==> src/rtl/uart_rx.sv <==
// 8N1 UART receiver: 2-flop synchronised input, edge-triggered start detect,
// mid-bit sampling timed by a per-bit cycle counter.
`ifndef ICE_STICK_CLOCK_RATE
`define ICE_STICK_CLOCK_RATE 12000000
`endif

module uart_rx #(
  parameter int clockRate = `ICE_STICK_CLOCK_RATE,
  parameter int baudRate  = 115200
) (
  input  logic       clk,
  input  logic       reset,
  input  logic       rx,
  output logic [7:0] data,
  output logic       valid,
  output logic       frame_error,
  output logic       busy
);
  localparam int BAUD = clockRate / baudRate;
  localparam int HALF = BAUD / 2;
  localparam int CW   = $clog2(BAUD);
  localparam logic [CW-1:0] CNT_HALF = CW'(HALF - 1);
  localparam logic [CW-1:0] CNT_BAUD = CW'(BAUD - 1);

  typedef enum logic [2:0] {IDLE, START, DATA, STOP, BRK} state_t;

  state_t        state, state_n;
  logic          meta, rx_s, rx_d;
  logic [1:0]    settle;
  logic          armed;
  logic [CW-1:0] cnt;
  logic [3:0]    bitc;
  logic [7:0]    shift;
  logic          fall, sample, take, set_valid, set_ferr, cnt_clr;

  // The synchroniser resets high, so a line that is already low at reset
  // release would look like a falling edge; start detection is only armed
  // once a genuine high sample has passed through the synchroniser.
  always_ff @(posedge clk) begin
    if (!reset) begin
      meta   <= 1'b1;
      rx_s   <= 1'b1;
      rx_d   <= 1'b1;
      settle <= 2'b00;
      armed  <= 1'b0;
    end else begin
      meta   <= rx;
      rx_s   <= meta;
      rx_d   <= rx_s;
      settle <= {settle[0], 1'b1};
      if (settle[1] && rx_s) armed <= 1'b1;
    end
  end

  assign fall = armed && rx_d && !rx_s;

  always_ff @(posedge clk) begin
    if (!reset) state <= IDLE;
    else        state <= state_n;
  end

  always_comb begin
    state_n = state;
    case (state)
      IDLE:    if (fall) state_n = START;
      START:   if (cnt == CNT_HALF) state_n = rx_s ? IDLE : DATA;
      DATA:    if (cnt == CNT_BAUD && bitc == 4'd7) state_n = STOP;
      STOP:    if (cnt == CNT_BAUD) state_n = rx_s ? IDLE : BRK;
      BRK:     if (rx_s) state_n = IDLE;
      default: state_n = IDLE;
    endcase
  end

  always_comb begin
    busy      = (state != IDLE);
    sample    = (state == DATA) && (cnt == CNT_BAUD);
    take      = (state == STOP) && (cnt == CNT_BAUD);
    set_valid = take && rx_s;
    set_ferr  = take && !rx_s;
    cnt_clr   = (state == IDLE) || (state == BRK) || (state_n != state) || sample;
  end

  always_ff @(posedge clk) begin
    if (!reset) begin
      cnt         <= '0;
      bitc        <= 4'd0;
      shift       <= 8'h00;
      data        <= 8'h00;
      valid       <= 1'b0;
      frame_error <= 1'b0;
    end else begin
      cnt         <= cnt_clr ? '0 : cnt + 1'b1;
      valid       <= set_valid;
      frame_error <= set_ferr;
      if (state == START) bitc <= 4'd0;
      if (sample) begin
        shift <= {rx_s, shift[7:1]};
        bitc  <= bitc + 4'd1;
      end
      if (set_valid) data <= shift;
    end
  end

endmodule

==> config.mk <==
export PLATFORM = sky130hd
export DESIGN_NAME = uart_rx
export DESIGN_NICKNAME = d
export VERILOG_FILES = /design/src/rtl/uart_rx.sv
export SDC_FILE = /design/constraint.sdc
export NUM_CORES = 1
export LEC_CHECK = 0
export CAP_MARGIN = 20
export CORE_ASPECT_RATIO = 1.4
export CORE_MARGIN = 2
export CORE_UTILIZATION = 52
export CTS_BUF_LIST = sky130_fd_sc_hd__clkbuf_4 sky130_fd_sc_hd__clkbuf_8
export CTS_CLUSTER_DIAMETER = 40
export CTS_CLUSTER_SIZE = 10
export DETAILED_ROUTE_END_ITERATION = 16
export HOLD_SLACK_MARGIN = 0.12
export MAX_ROUTING_LAYER = met4
export PLACE_DENSITY = 0.73
export SLEW_MARGIN = 20
export SYNTH_ARGS = -nofsm -noshare
export SYNTH_HDL_FRONTEND = slang
export SYNTH_SLANG_ARGS = --single-unit
==> constraint.sdc <==
create_clock -name clk -period 2.45 [get_ports clk]
set_clock_uncertainty 0.15 [all_clocks]
set_input_delay 0.735 -clock clk [delete_from_list [all_inputs] [get_ports clk]]
set_output_delay 0.735 -clock clk [all_outputs]
set_load 0.1 [all_outputs]
==> Word level (Yosys, flattened, before mapping) <==
Cells that the tools add are included.
{ "classes": {"n_addsub": 2, "eq_ne": 8, "mux": 11, "bitwise_logic": 1, "n_reduce_logical": 16} }
{ "op_table": {"columns": ["operator", "n"], "rows": [
  ["$mux W3", 6],
  ["$pmux W3 S5", 1],
  ["$logic_and A1 B1 Y1", 8],
  ["$mux W4", 2],
  ["$add A7 B1 Y7 const B", 1],
  ["$eq A7 B6 Y1 const B", 1],
  ["$eq A7 B7 Y1 const B", 1],
  ["$eq A3 B2 Y1 const B", 2],
  ["$add A4 B1 Y4 const B", 1],
  ["$eq A4 B3 Y1 const B", 1],
  ["$eq A3 B1 Y1 const B", 1],
  ["$eq A3 B3 Y1 const B", 1],
  ["$logic_not A3 Y1", 1],
  ["$logic_or A1 B1 Y1", 3],
  ["$ne A3 B3 Y1", 1],
  ["$reduce_bool A3 Y1", 1],
  ["$mux W2", 1],
  ["$reduce_bool A2 Y1", 1],
  ["$reduce_or A2 Y1", 1],
  ["$logic_not A1 Y1", 1],
  ["$mux W1", 1],
  ["$not A1 Y1", 1]
]} }
{ "word_totals": {"reg_bits": 38} }

==> Logic depth before layout (Yosys ltp) <==
{ "logic_depth": {"ltp_word": 8, "depth_mapped": 7, "depth_no_buf": 5} }

==> Worst setup path after synthesis <==
OpenSTA, ideal clock, no wires.
{ "synth_timing": {"path_kind": "register to output", "start": "register state[0]", "end": "output port busy", "t_arrival_ps": 1293, "required_ps": 1565, "path_slack_ps": 272, "path_stages_with_launch": 3, "path_buffers": 1, "path_cell_list": "dfxtp_1 clkbuf_1 or3_1"} }
{ "synth_between": {"elab_chain_cells": 1} }
{ "synth_lines": {"columns": ["item", "line_no", "rtl"], "rows": [
  ["from (decl)", "27", "state_t state, state_n;"],
  ["from (signal assigned)", "59", "else state <= state_n;"],
  ["$reduce_bool A3 Y1", "75", "busy = (state != IDLE);"],
  ["to (decl)", "17", "output logic busy"]
]} }
No other way between the ends.

==> Worst setup path in the final report <==
{ "layout_timing": {"start": "register state[1]", "end": "output port busy"} }
Same word-level chain as after synthesis.

==> impl_metrics.csv <==
group,metric,value,unit
status,outcome,"finished, final reports clean",
power,fin_total_pwr,1.10,mW
clock_tree,cts_tree,"yes",
worst_setup_path,crit_chain,"or3_1, buf_12",
grt,grt_overflow,0,
place,dp_hpwl,1980,um
route,wl_per_cell,13.0,um
worst_setup_path,r2r-end,"data[3]",
grt,first_global_vias,1108,
route,drc_errors,0,
timing,hold_viol_final,0,
min_path,hold_end,"rx_s",
place,dpl.cell_count,203,
timing,slew_viol_final,0,
cells_and_area,fin_area,1830,um^2
min_path,hold_class,"flip-flop to flip-flop",
clock_tree,cts.sinks,38,
die,start_util,55.0,%
route,vias,1128,
worst_setup_path,cp_top_family,"simple AND/OR/NAND/NOR gates",
place,gp_congestion,0.810,
route,drt-total-wl,2750,um
grt,grt_first_pass_wirelength,4800,um
logic_synthesis,synth-main-ff-cell,"dfxtp_1",
clock_tree,root_buffer,"clkbuf_8",
logic_synthesis,synth_area,1600,um^2
worst_setup_path,critPathLaunchType,"flip-flop",
cells_and_area,nets,178,
timing,worstMarginPinSlew,0.509,ns
logic_synthesis,syn_inst,159,
worst_setup_path,r2r_start,"cnt[0]",
timing,rsz0062_at_grt,"false",
logic_synthesis,synth_edf_count,0,
timing,fin_crit,2.19,ns
worst_setup_path,slowest_delay,0.42,ns
worst_setup_path,rrSetupSlack,0.34,ns
power,ir_drop,0.644,mV
worst_setup_path,cp_max_fo,10,
timing,slew_headroom,66.1,%
worst_setup_path,cp_num_buf_inv,1,
power,leakage,0.763,nW
clock_tree,h-tree-depth,2,
clock_tree,clk_pin_slew_worst_paths,0.07,ns
clock_tree,clk_latency,0.29,ns
route,detail-route-antenna-nets,0,
cells_and_area,final_layout_size_suffix_gt1_share,13.2,%
worst_setup_path,crit_type,"flip-flop to output port",
die,dieArea,3540,um^2
clock_tree,postCtsSetupBuffers,0,
timing,finalCritPeriodShare,89.2,%
route,viasPerCell,5.35,
job,maxCapViolations,0,
place,port_buffers,13,
die,rows,23,
worst_setup_path,crit_slowest_cell,"or3_1",
cells_and_area,fin_cells,211,
min_path,worstHoldPathCells,1,
timing,clock.fmax,458,MHz
power,power.density,600,nW/um^2
logic_synthesis,synth_area_per_cell,10.1,um^2
die,die_h,69.6,um
worst_setup_path,arrival,1.30,ns
logic_synthesis,ys_warn_count,0,
clock_tree,cts_resized,0,
cells_and_area,utilization,62.8,%
grt,grt_util_all_layers,18.3,%
timing,setup_tns,0,ns
clock_tree,holdBufCountCts,0,
worst_setup_path,critPathRequiredTime,1.56,ns
die,die_width,50.9,um
grt,grt_max_degree,17,
route,first_pass_iters,4,
logic_synthesis,ys_seq_area_share,47.6,%
logic_synthesis,async_flop_share,0,%
place,placed_cell_area,1730,um^2
logic_synthesis,synth_seq_cells,38,
min_path,worstHoldStart,"meta",
cells_and_area,antenna_cells,0,
grt,antenna_found_initial,0,
logic_synthesis,syn_nets,164,
worst_setup_path,endpoint_kind,"output port",
cells_and_area,syn2layout_area_growth,14.2,%
route,drtIter0Drc,23,
die,pin_count,14,
timing,setup_viol,0,
die,coreArea,2910,um^2
clock_tree,numCtsBuffers,5,
worst_setup_path,crit_cells,2,
worst_setup_path,rr_worst_depth,5,
logic_synthesis,yosys.cell_types.count,39,
clock_tree,ctsLongestPathBuffers,2,
-- cells in the final DEF (no fill, tap or decap), drive strengths merged, types with 2 or more instances in the layout --
master         count
dfxtp             38
nor2b             19
mux2i             16
buf               13
nor2               9
nand3              6
nand2              6
nor3               6
clkbuf             6
nand4              4
inv                4
and2b              3
and2               3
nand2b             3
and3               3
xor2               3
or3                2
a21oi              2
o211ai             2
and3b              2
xnor2              2
o21a               2
ha                 2
clkdlybuf4s50      2
-- cell usage after synthesis (all sizes together) (3+ instances only) --
library cell / count / share of area [%]
nand2b: 3 / 1.2
nand3: 6 / 1.9
mux2i: 16 / 10
and2: 3 / 1.2
and2b: 3 / 1.4
nand2: 6 / 1.4
and3: 3 / 1.2
inv: 4 / 0.94
clkbuf: 4 / 0.94
buf: 4 / 1.8
nor3: 6 / 1.9
xor2: 3 / 1.6
nand4: 4 / 1.6
dfxtp: 38 / 48
nor2: 9 / 2.1
nor2b: 19 / 7.4
-- report_power, final --
group,internal (mW),switching (mW),leakage [nW]
registers,0.623,0.00360,0.307
clock network,0.226,0.215,0.0472
logic,0.0144,0.0136,0.409
total,0.863,0.232,0.763
-- worst max-delay path by stage --
stage          startpoint       to  slack, ns
2_1_floorplan    state[0]     busy       0.27
3_3_place_gp        reset  bitc[3]       0.19
3_5_place_dp        reset  bitc[3]       0.08
4_1_cts          state[1]     busy       0.27
5_1_grt            cnt[0]  data[7]       0.22
6_report         state[1]     busy       0.26
-- metal layers --
metal | GRT usage, % | wire length, um | vias to the layer above
met5 | - | 0 | -
met4 | 9.31 | 61 | 0
met3 | 5.60 | 99 | 6
met2 | 29.4 | 1430 | 14
met1 | 20.0 | 1160 | 531
li1 | - | - | 577
-- cells by family after synthesis --
kind of cell,synth area share (%)
flip-flops,47.6
XOR/XNOR,2.74
multiplexers,10.0
AND/OR/NAND/NOR,28.1
AO/OA/AOI/OAI,6.34
adder cells (fa/ha/maj),1.56
buffers and inverters,3.68
-- final cells by class --
class,instances,area [um^2]
Fill cell,253,1080
Clock buffer,6,82.6
Clock inverter,2,12.5
Multi-Input combinational cell,109,779
Timing Repair Buffer,15,130
Sequential cell,38,761
Tap cell,37,46.3
Inverter,4,15.0
-- worst reg2reg max path: cells and delay by family, from the launching register on --
| kind | cells | cell delay (ns) |
|---|---|---|
| and+or+nand+nor | 3 | 0.98 |
| DFF | 1 | 0.36 |
| adders and majority gates | 1 | 0.25 |
| muxes | 1 | 0.25 |
-- flip-flops by register name, indices dropped and copies added (netlist names) --
name and count:
bitc 4, shift 8, armed 1, data 8, rx_s 1, frame_error 1, valid 1, settle 2
rx_d 1, cnt 7, state 3, meta 1
-- through the flow --
stage | worst slack (ns) | hold slack [ns]
after global routing | 0.216 | 0.302
after CTS | 0.266 | 0.275
final | 0.265 | 0.274
after detailed placement | 0.0830 | 0.255
after floorplan | 0.272 | 0.236
after global placement | 0.190 | 0.241
Note: power is estimated with default switching activity, not from simulation.
